==> src/rtl/layer_serializer.sv <==
// Parallel-to-serial bridge between network layers: captures NN neuron words at once
// and replays them one per cycle as the next layer's x_valid/x_in stream.
module layer_serializer #(
    parameter int NN        = 30,
    parameter int dataWidth = 16
) (
    input  logic                    clk,
    input  logic                    rst,
    input  logic [NN-1:0]           in_valid,
    input  logic [NN*dataWidth-1:0] in_data,
    output logic                    out_valid,
    output logic [dataWidth-1:0]    out_data,
    output logic                    busy,
    output logic                    done,
    output logic                    overrun
);

    localparam int CW = (NN > 1) ? $clog2(NN) : 1;

    typedef enum logic {
        IDLE,
        SHIFT
    } state_t;

    state_t                  r_state;
    state_t                  w_nextState;
    logic [CW-1:0]           r_count;
    logic [NN*dataWidth-1:0] r_buffer;
    logic                    w_lastWord;
    logic                    w_unusedValid;

    // Only lane 0 qualifies a capture; the other valid bits are deliberately ignored.
    assign w_unusedValid = &{1'b0, in_valid};
    assign w_lastWord    = (r_count == CW'(NN - 1));
    assign busy          = (r_state == SHIFT);

    always_ff @(posedge clk or posedge rst) begin
        if (rst) begin
            r_state <= IDLE;
        end else begin
            r_state <= w_nextState;
        end
    end

    always_comb begin
        w_nextState = r_state;
        case (r_state)
            IDLE:    if (in_valid[0]) w_nextState = SHIFT;
            SHIFT:   if (w_lastWord) w_nextState = IDLE;
            default: w_nextState = IDLE;
        endcase
    end

    // A capture request seen while shifting (including the last-word edge) is dropped
    // and latched as a sticky overrun; only reset clears it.
    always_ff @(posedge clk or posedge rst) begin
        if (rst) begin
            r_buffer  <= '0;
            r_count   <= '0;
            out_valid <= 1'b0;
            out_data  <= '0;
            done      <= 1'b0;
            overrun   <= 1'b0;
        end else begin
            case (r_state)
                IDLE: begin
                    out_valid <= 1'b0;
                    done      <= 1'b0;
                    if (in_valid[0]) begin
                        r_buffer <= in_data;
                        r_count  <= '0;
                    end
                end
                SHIFT: begin
                    out_data  <= r_buffer[dataWidth-1:0];
                    out_valid <= 1'b1;
                    r_buffer  <= r_buffer >> dataWidth;
                    r_count   <= r_count + CW'(1);
                    done      <= w_lastWord;
                    if (in_valid[0]) begin
                        overrun <= 1'b1;
                    end
                end
                default: begin
                    out_valid <= 1'b0;
                    done      <= 1'b0;
                end
            endcase
        end
    end

endmodule

==> config.mk <==
export PLATFORM = sky130hd
export DESIGN_NAME = layer_serializer
export DESIGN_NICKNAME = d
export VERILOG_FILES = /design/src/rtl/layer_serializer.sv
export SDC_FILE = /design/constraint.sdc
export NUM_CORES = 1
export LEC_CHECK = 0
export BUFFER_PORTS_ARGS = -buffer_cell sky130_fd_sc_hd__clkbuf_2
export CORE_ASPECT_RATIO = 0.5
export CORE_MARGIN = 2
export CORE_UTILIZATION = 45
export DETAILED_ROUTE_END_ITERATION = 12
export GPL_TIMING_DRIVEN = 0
export PLACE_DENSITY = 0.67
export REMOVE_ABC_BUFFERS = 1
export SYNTH_ARGS = -nofsm -noshare
export SYNTH_HDL_FRONTEND = slang
export SYNTH_SLANG_ARGS = --single-unit
==> constraint.sdc <==
create_clock -name clk -period 27.9 [get_ports clk]
set_input_delay 5.58 -clock clk [delete_from_list [all_inputs] [get_ports clk]]
set_output_delay 5.58 -clock clk [all_outputs]
set_load 0.02 [all_outputs]
==> results of run 1 <==
==> per-stage QoR <==
step / setup slack [ns] / total power, uW
floorplan: 7.97 / 1580
global placement: 0.485 / 1820
detailed placement: 19.55 / 1690
CTS: 18.93 / 2360
global route: 18.71 / 2500
finish: 18.98 / 2340
==> critical path, stage by stage, from the launching register on <==
cell	delay, ns
dfrtp_4	1.02
buf_16	0.38
buf_16	0.36
buf_16	0.32
buf_16	0.30
clkbuf_2	0.22
==> registers in the layout, summed over array words and instances (netlist names) <==
signal and cells:
busy 1, done 1, out_data 16, out_valid 1, overrun 1, r_buffer 480
r_count 5
==> final timing paths <==
| kind | startpoint | end | slack (ns) | cells after the start |
|---|---|---|---|---|
| setup / recovery | busy | busy | 18.98 | 5 |
| hold / removal | overrun | overrun | 0.46 | 1 |
| setup reg to reg | busy | r_buffer[428] | 24.32 | 7 |
| hold reg to reg | overrun | overrun | 0.46 | 1 |
| max in group asynchronous | rst | r_buffer[434] | 21.35 | 4 |
| min in group asynchronous | rst | r_buffer[287] | 5.07 | 2 |
==> final cells by class <==
type	instances	area, um2
Fill cell	4536	22800
Sequential cell	505	12600
Tap cell	690	863
Clock inverter	11	115
Inverter	3	18.8
Timing Repair Buffer	522	3060
Antenna cell	42	105
Clock buffer	74	1460
Multi-Input combinational cell	1462	9260
==> cells by family after synthesis <==
group / share of synthesized area [%]
simple gates: 8.08
buf+inv: 4.80
xor+xnor: 0.114
mux: 21.7
flops: 54.9
compound gates: 10.3
fa+ha+maj: 0.109
==> power by group <==
group	switching, uW	total (uW)	internal (uW)
clock	287	665	378
combinational	299	549	249
sequential	140	1120	982
total	726	2340	1610
==> layer usage <==
layer  GRT usage [%]  routed length (um)  vias to the layer above
met2            35.8               30300                      235
met5               0                   0                        -
met3            3.14                1610                      116
li1                -                   -                     8218
met4            12.2                2370                        0
met1            24.2               21500                     7795
==> layout by cell type, fill, tap and decap left out, drive strengths merged <==
master and count:
a21o 2, a22o 1, buf 20, bufinv 2, clkbuf 576, clkinv 8, clkinvlp 1, dfrtp 505
diode 42, ha 2, inv 3, mux2 16, mux2i 481, nand2 465, nand2b 3, nand3 2
nand4 1, nor2 19, nor3b 1, o21ai 465, o31ai 1, xnor2 2, xor2 1
==> impl_metrics.env, run 1 <==
export IMPL_dp_hpwl_um=39100
export IMPL_drtIter0Drc=1256
export IMPL_numCtsBuffers=47
export IMPL_async_flop_share_pct=100
export IMPL_slew_headroom_pct=36.9
export IMPL_root_buffer="clkbuf_16"
export IMPL_clock_latency_ns=0.57
export IMPL_hold_violations=0
export IMPL_grt_pass1_vias=16000
export IMPL_cts_sinks=505
export IMPL_maxCapViolCount=0
export IMPL_outcome="finished clean"
export IMPL_area_growth_pct=19.7
export IMPL_final_util_pct=54.7
export IMPL_core_rowCount=58
export IMPL_period_minus_slack_ns=8.92
export IMPL_cts_resized=0
export IMPL_place_area_mm2=0.0259
export IMPL_cp_max_fo=101
export IMPL_start_util_pct=45.7
export IMPL_dr_pass1_iters=8
export IMPL_ant_nets=0
export IMPL_synth_top_area_cell="dfrtp_1"
export IMPL_cts_tree="yes"
export IMPL_p_leak_uw=0.0140
export IMPL_wl_per_cell_um=16.9
export IMPL_grt_pass1_wl_um=85800
export IMPL_clk_pin_slew_ns=0.07
export IMPL_fin_area_mm2=0.0275
export IMPL_synth_seq_area_share_pct=54.9
export IMPL_io_pins=532
export IMPL_synth_top_area_share_pct=54.9
export IMPL_rsz0062_at_grt="no"
export IMPL_antenna_found_initial=39
export IMPL_yosysUniqueCellTypes=23
export IMPL_postSynthCellCount=2132
export IMPL_htreeDepth=2
export IMPL_gp_congestion=0.812
export IMPL_layout_cells_non_filler=3309
export IMPL_drt_total_wl_um=55800
export IMPL_crit_arrival_ns=3.34
export IMPL_vias_per_cell=4.95
export IMPL_synth_edf_count=0
export IMPL_dieWidth_um=324
export IMPL_cts_setup_buffers=0
export IMPL_setup_viol=0
export IMPL_die_h_um=164
export IMPL_fin_setup_tns_ns=0
export IMPL_synth_seq_cells=505
export IMPL_grt_start_max_net_pins=126
export IMPL_yosys_top_cells_count="dfrtp_1 (505), mux2i_1 (481), nand2_1 (465), o21ai_1 (420), clkbuf_1 (62)"
export IMPL_yosysWarnings=0
export IMPL_timing_final_crit_share_pct=32.0
export IMPL_start_kind="flip-flop"
export IMPL_synthMostInstantiatedCell="dfrtp_1"
export IMPL_nNetsFinal=3055
export IMPL_die_area_mm2=0.0531
export IMPL_grt_total_usage_pct=20.5
export IMPL_core_mm2=0.0504
export IMPL_grt_overflow_total=0
export IMPL_critical_path_class="flip-flop to primary output"
export IMPL_max_clock_freq_mhz=112
export IMPL_end_kind="primary output"
export IMPL_ctsHoldBuffers=0
export IMPL_ys_flop_type="dfrtp_1"
export IMPL_hold_slack_ns=0.455
export IMPL_skew_ns=0.0134
export IMPL_slew_violations=0
export IMPL_drc=0
export IMPL_clockBufferDepth=3
export IMPL_synthTopCellsByArea="dfrtp_1 (55%), mux2i_1 (21%), o21ai_1 (9.1%)"
export IMPL_cp_required_ns=22.32
export IMPL_power_density_mw_per_mm2=84.8
export IMPL_vias=16400
export IMPL_drive_gt1_share_pct=23.8
export IMPL_syn_avg_cell_area_um2=10.8
export IMPL_placedCellCount=3182
export IMPL_port_buffers=502
export IMPL_ir_worst_vdd_mv=0.0403
export IMPL_holdCritPathClass="flip-flop to flip-flop"
export IMPL_worst_pin_slew_ns=0.947
export IMPL_synth_cell_area_mm2=0.0230
No activity file was read; power rests on OpenSTA's default activity.
==> run 2: changes to the inputs <==
--- a/config.mk
+++ b/config.mk
@@ -5,13 +5,14 @@
 export SDC_FILE = /design/constraint.sdc
 export NUM_CORES = 1
 export LEC_CHECK = 0
+export ABC_AREA = 1
 export BUFFER_PORTS_ARGS = -buffer_cell sky130_fd_sc_hd__clkbuf_2
 export CORE_ASPECT_RATIO = 0.5
 export CORE_MARGIN = 2
 export CORE_UTILIZATION = 45
 export DETAILED_ROUTE_END_ITERATION = 12
 export GPL_TIMING_DRIVEN = 0
-export PLACE_DENSITY = 0.67
+export PLACE_DENSITY = 0.7
 export REMOVE_ABC_BUFFERS = 1
 export SYNTH_ARGS = -nofsm -noshare
 export SYNTH_HDL_FRONTEND = slang
==> constraint.sdc (replaced) <==
create_clock -name clk -period 7.48 [get_ports clk]
set_input_delay 1.496 -clock clk [delete_from_list [all_inputs] [get_ports clk]]
set_output_delay 1.496 -clock clk [all_outputs]
set_load 0.02 [all_outputs]
==> run 2 against run 1 <==
Effect of this change:
- register-to-register slack worse by 20 ns
- clock skew is 0.0030 ns lower
- first-iteration DRC count is 59% higher
- area after synthesis is 6.4% lower
- combinational power grew to 2.6 times the previous value
- routed wire length is 3.9% higher
- synthesized cell count is 25% higher
- flip-flop and latch count stayed put
- critical path type unchanged
==> impl_metrics.env, run 2 <==
export IMPL_outcome="finished clean"
export IMPL_vias=18400
export IMPL_timing_rr_end="r_buffer[331]"
export IMPL_grt_pass1_wl_um=90900
export IMPL_gp_congestion=0.828
export IMPL_wl_per_cell_um=15.4
export IMPL_rsz0062_at_grt="no"
export IMPL_root_buffer="clkbuf_16"
export IMPL_nNetsFinal=3586
export IMPL_ant_nets=0
export IMPL_final_util_pct=56.0
export IMPL_antenna_found_initial=30
export IMPL_fillerInstances=4438
export IMPL_grt_util_met1_pct=28.0
export IMPL_core_rowCount=56
export IMPL_met3_usage_pct=3.39
export IMPL_cp_max_fo=90
export IMPL_cts_tree="yes"
export IMPL_skew_ns=0.0104
export IMPL_r2r_cells=8
export IMPL_cp_required_ns=5.98
export IMPL_port_buffers=502
export IMPL_top_usage_layer="met2"
export IMPL_postSynthCellCount=2657
export IMPL_grt_pass1_vias=17400
export IMPL_layout_commonest_cell="nand2_1"
export IMPL_synthTopCellsByArea="dfrtp_1 (59%), nand2_1 (26%), nand3_1 (11%)"
export IMPL_synthMostInstantiatedCell="nand2_1"
export IMPL_hold_slack_ns=0.469
export IMPL_yosysUniqueCellTypes=17
export IMPL_p_leak_uw=0.0140
export IMPL_dr_pass1_iters=7
export IMPL_clock_latency_ns=0.56
export IMPL_core_mm2=0.0470
export IMPL_drive_gt1_share_pct=19.7
export IMPL_end_kind="primary output"
export IMPL_largest_reg_flops=480
export IMPL_yosys_top_cells_count="nand2_1 (1501), dfrtp_1 (505), nand3_1 (468), buf_2 (97), clkbuf_1 (45)"
export IMPL_worst_hold_startpoint="overrun"
export IMPL_setup_viol=0
export IMPL_reg_top3="r_buffer: 480 flops, out_data: 16 flops, r_count: 5 flops"
export IMPL_synth_cell_area_mm2=0.0215
export IMPL_io_pins=532
export IMPL_start_util_pct=45.8
export IMPL_critical_path_class="flip-flop to primary output"
export IMPL_grt_total_usage_pct=22.8
export IMPL_dpl_worst_slack_ns=3.33
export IMPL_regMostFlops="r_buffer"
export IMPL_synth_seq_cells=505
export IMPL_use_met2_pct=39.5
export IMPL_drtIter0Drc=1992
export IMPL_fin_setup_tns_ns=0
export IMPL_dieWidth_um=313
export IMPL_critPathLaunch="busy"
export IMPL_most_common_layout_cells="nand2_1 (1501), dfrtp_1 (504), clkbuf_2 (502)"
export IMPL_drt_total_wl_um=58000
export IMPL_max_clock_freq_mhz=235
export IMPL_crit_arrival_ns=2.76
export IMPL_ctsHoldBuffers=0
export IMPL_power_density_mw_per_mm2=300
export IMPL_slew_headroom_pct=47.9
export IMPL_vias_per_cell=4.88
export IMPL_hold_violations=0
export IMPL_area_growth_pct=22.4
export IMPL_grt_start_max_net_pins=148
export IMPL_worst_slack_ns=3.22
export IMPL_timing_final_crit_share_pct=56.9
export IMPL_cts_setup_buffers=0
export IMPL_numCtsBuffers=47
export IMPL_ys_flop_type="dfrtp_1"
export IMPL_clk_pin_slew_ns=0.06
export IMPL_die_h_um=159
export IMPL_yosysWarnings=0
export IMPL_syn_avg_cell_area_um2=8.10
export IMPL_dp_hpwl_um=39600
export IMPL_period_minus_slack_ns=4.26
export IMPL_synth_seq_area_share_pct=58.7
export IMPL_synth_edf_count=0
export IMPL_cts_resized=0
export IMPL_worstReg2RegStart="busy"
export IMPL_grt_overflow_total=0
export IMPL_drc=0
export IMPL_maxCapViolCount=0
export IMPL_rrSetupSlack_ns=3.85
export IMPL_cts_sinks=505
export IMPL_async_flop_share_pct=100
export IMPL_start_kind="flip-flop"
export IMPL_holdPathStages=1
export IMPL_hold_end="overrun"
export IMPL_htreeDepth=2
export IMPL_ir_worst_vdd_mv=0.181
export IMPL_synth_top_area_share_pct=58.7
export IMPL_clockBufferDepth=3
export IMPL_synth_top_area_cell="dfrtp_1"
export IMPL_holdCritPathClass="flip-flop to flip-flop"
export IMPL_slew_violations=0
export IMPL_worst_pin_slew_ns=0.782
export IMPL_die_area_mm2=0.0497
-- run 2: where the power goes --
part	switching (uW)	leakage (uW)	internal [uW]
combinational	791	0.00634	638
clock	1070	0.000789	1420
sequential	439	0.00688	3550
total	2300	0.0140	5610
-- run 2: cell type report --
class / instances / area (um2) / area share (%)
multi-input cells: 1980 / 8050 / 30.6
clock inverters: 20 / 205 / 0.779
inverters: 10 / 52.6 / 0.199
repair buffers: 528 / 3150 / 11.9
clock buffers: 65 / 1380 / 5.22
diodes: 29 / 72.6 / 0.275
flip-flops and latches: 505 / 12600 / 48.0
well taps: 638 / 798 / 3.03
-- run 2: worst max-delay path by stage --
stage / slack, ns / cells past startpoint / end
after global routing: 3.12 / 4 / busy
after detailed placement: 3.33 / 8 / r_buffer[331]
after floorplan: -19.41 / 2 / busy
final: 3.22 / 4 / busy
after CTS: 3.24 / 4 / busy
after global placement: -53.08 / 3 / r_buffer[21]
-- run 2: per-layer routing --
| metal | up-vias | wire length, um |
|---|---|---|
| met2 | 385 | 30000 |
| li1 | 9227 | - |
| met1 | 8670 | 23500 |
| met5 | - | 13 |
| met3 | 129 | 2050 |
| met4 | 2 | 2400 |
-- run 2: kinds of logic (layout without fill, tap and decap cells) --
group                      Yosys count  count (layout)  share of synthesized area, %
other                                0              29                             0
DFF                                505             505                          58.7
and+or+nand+nor                   1972            1972                          37.1
adders and majority gates            2               2                         0.116
buffers and inverters              172             623                          3.93
AOI/OAI and AO/OA                    6               6                         0.151
-- run 2: worst max-delay path: stages (launching register included) --
cell and delay [ns]:
dfrtp_4 0.75, buf_16 0.33, buf_16 0.33, buf_16 0.33, clkbuf_2 0.25
-- run 2: stage by stage --
stage | total power [uW] | cell area, um2 | cells
2_1_floorplan | 5030 | 20700 | 2495
3_3_place_gp | 5530 | 24000 | 3635
3_5_place_dp | 5470 | 24700 | 3661
4_1_cts | 7980 | 26300 | 3746
5_1_grt | 8430 | 26300 | 3775
6_report | 7910 | 26300 | 3775
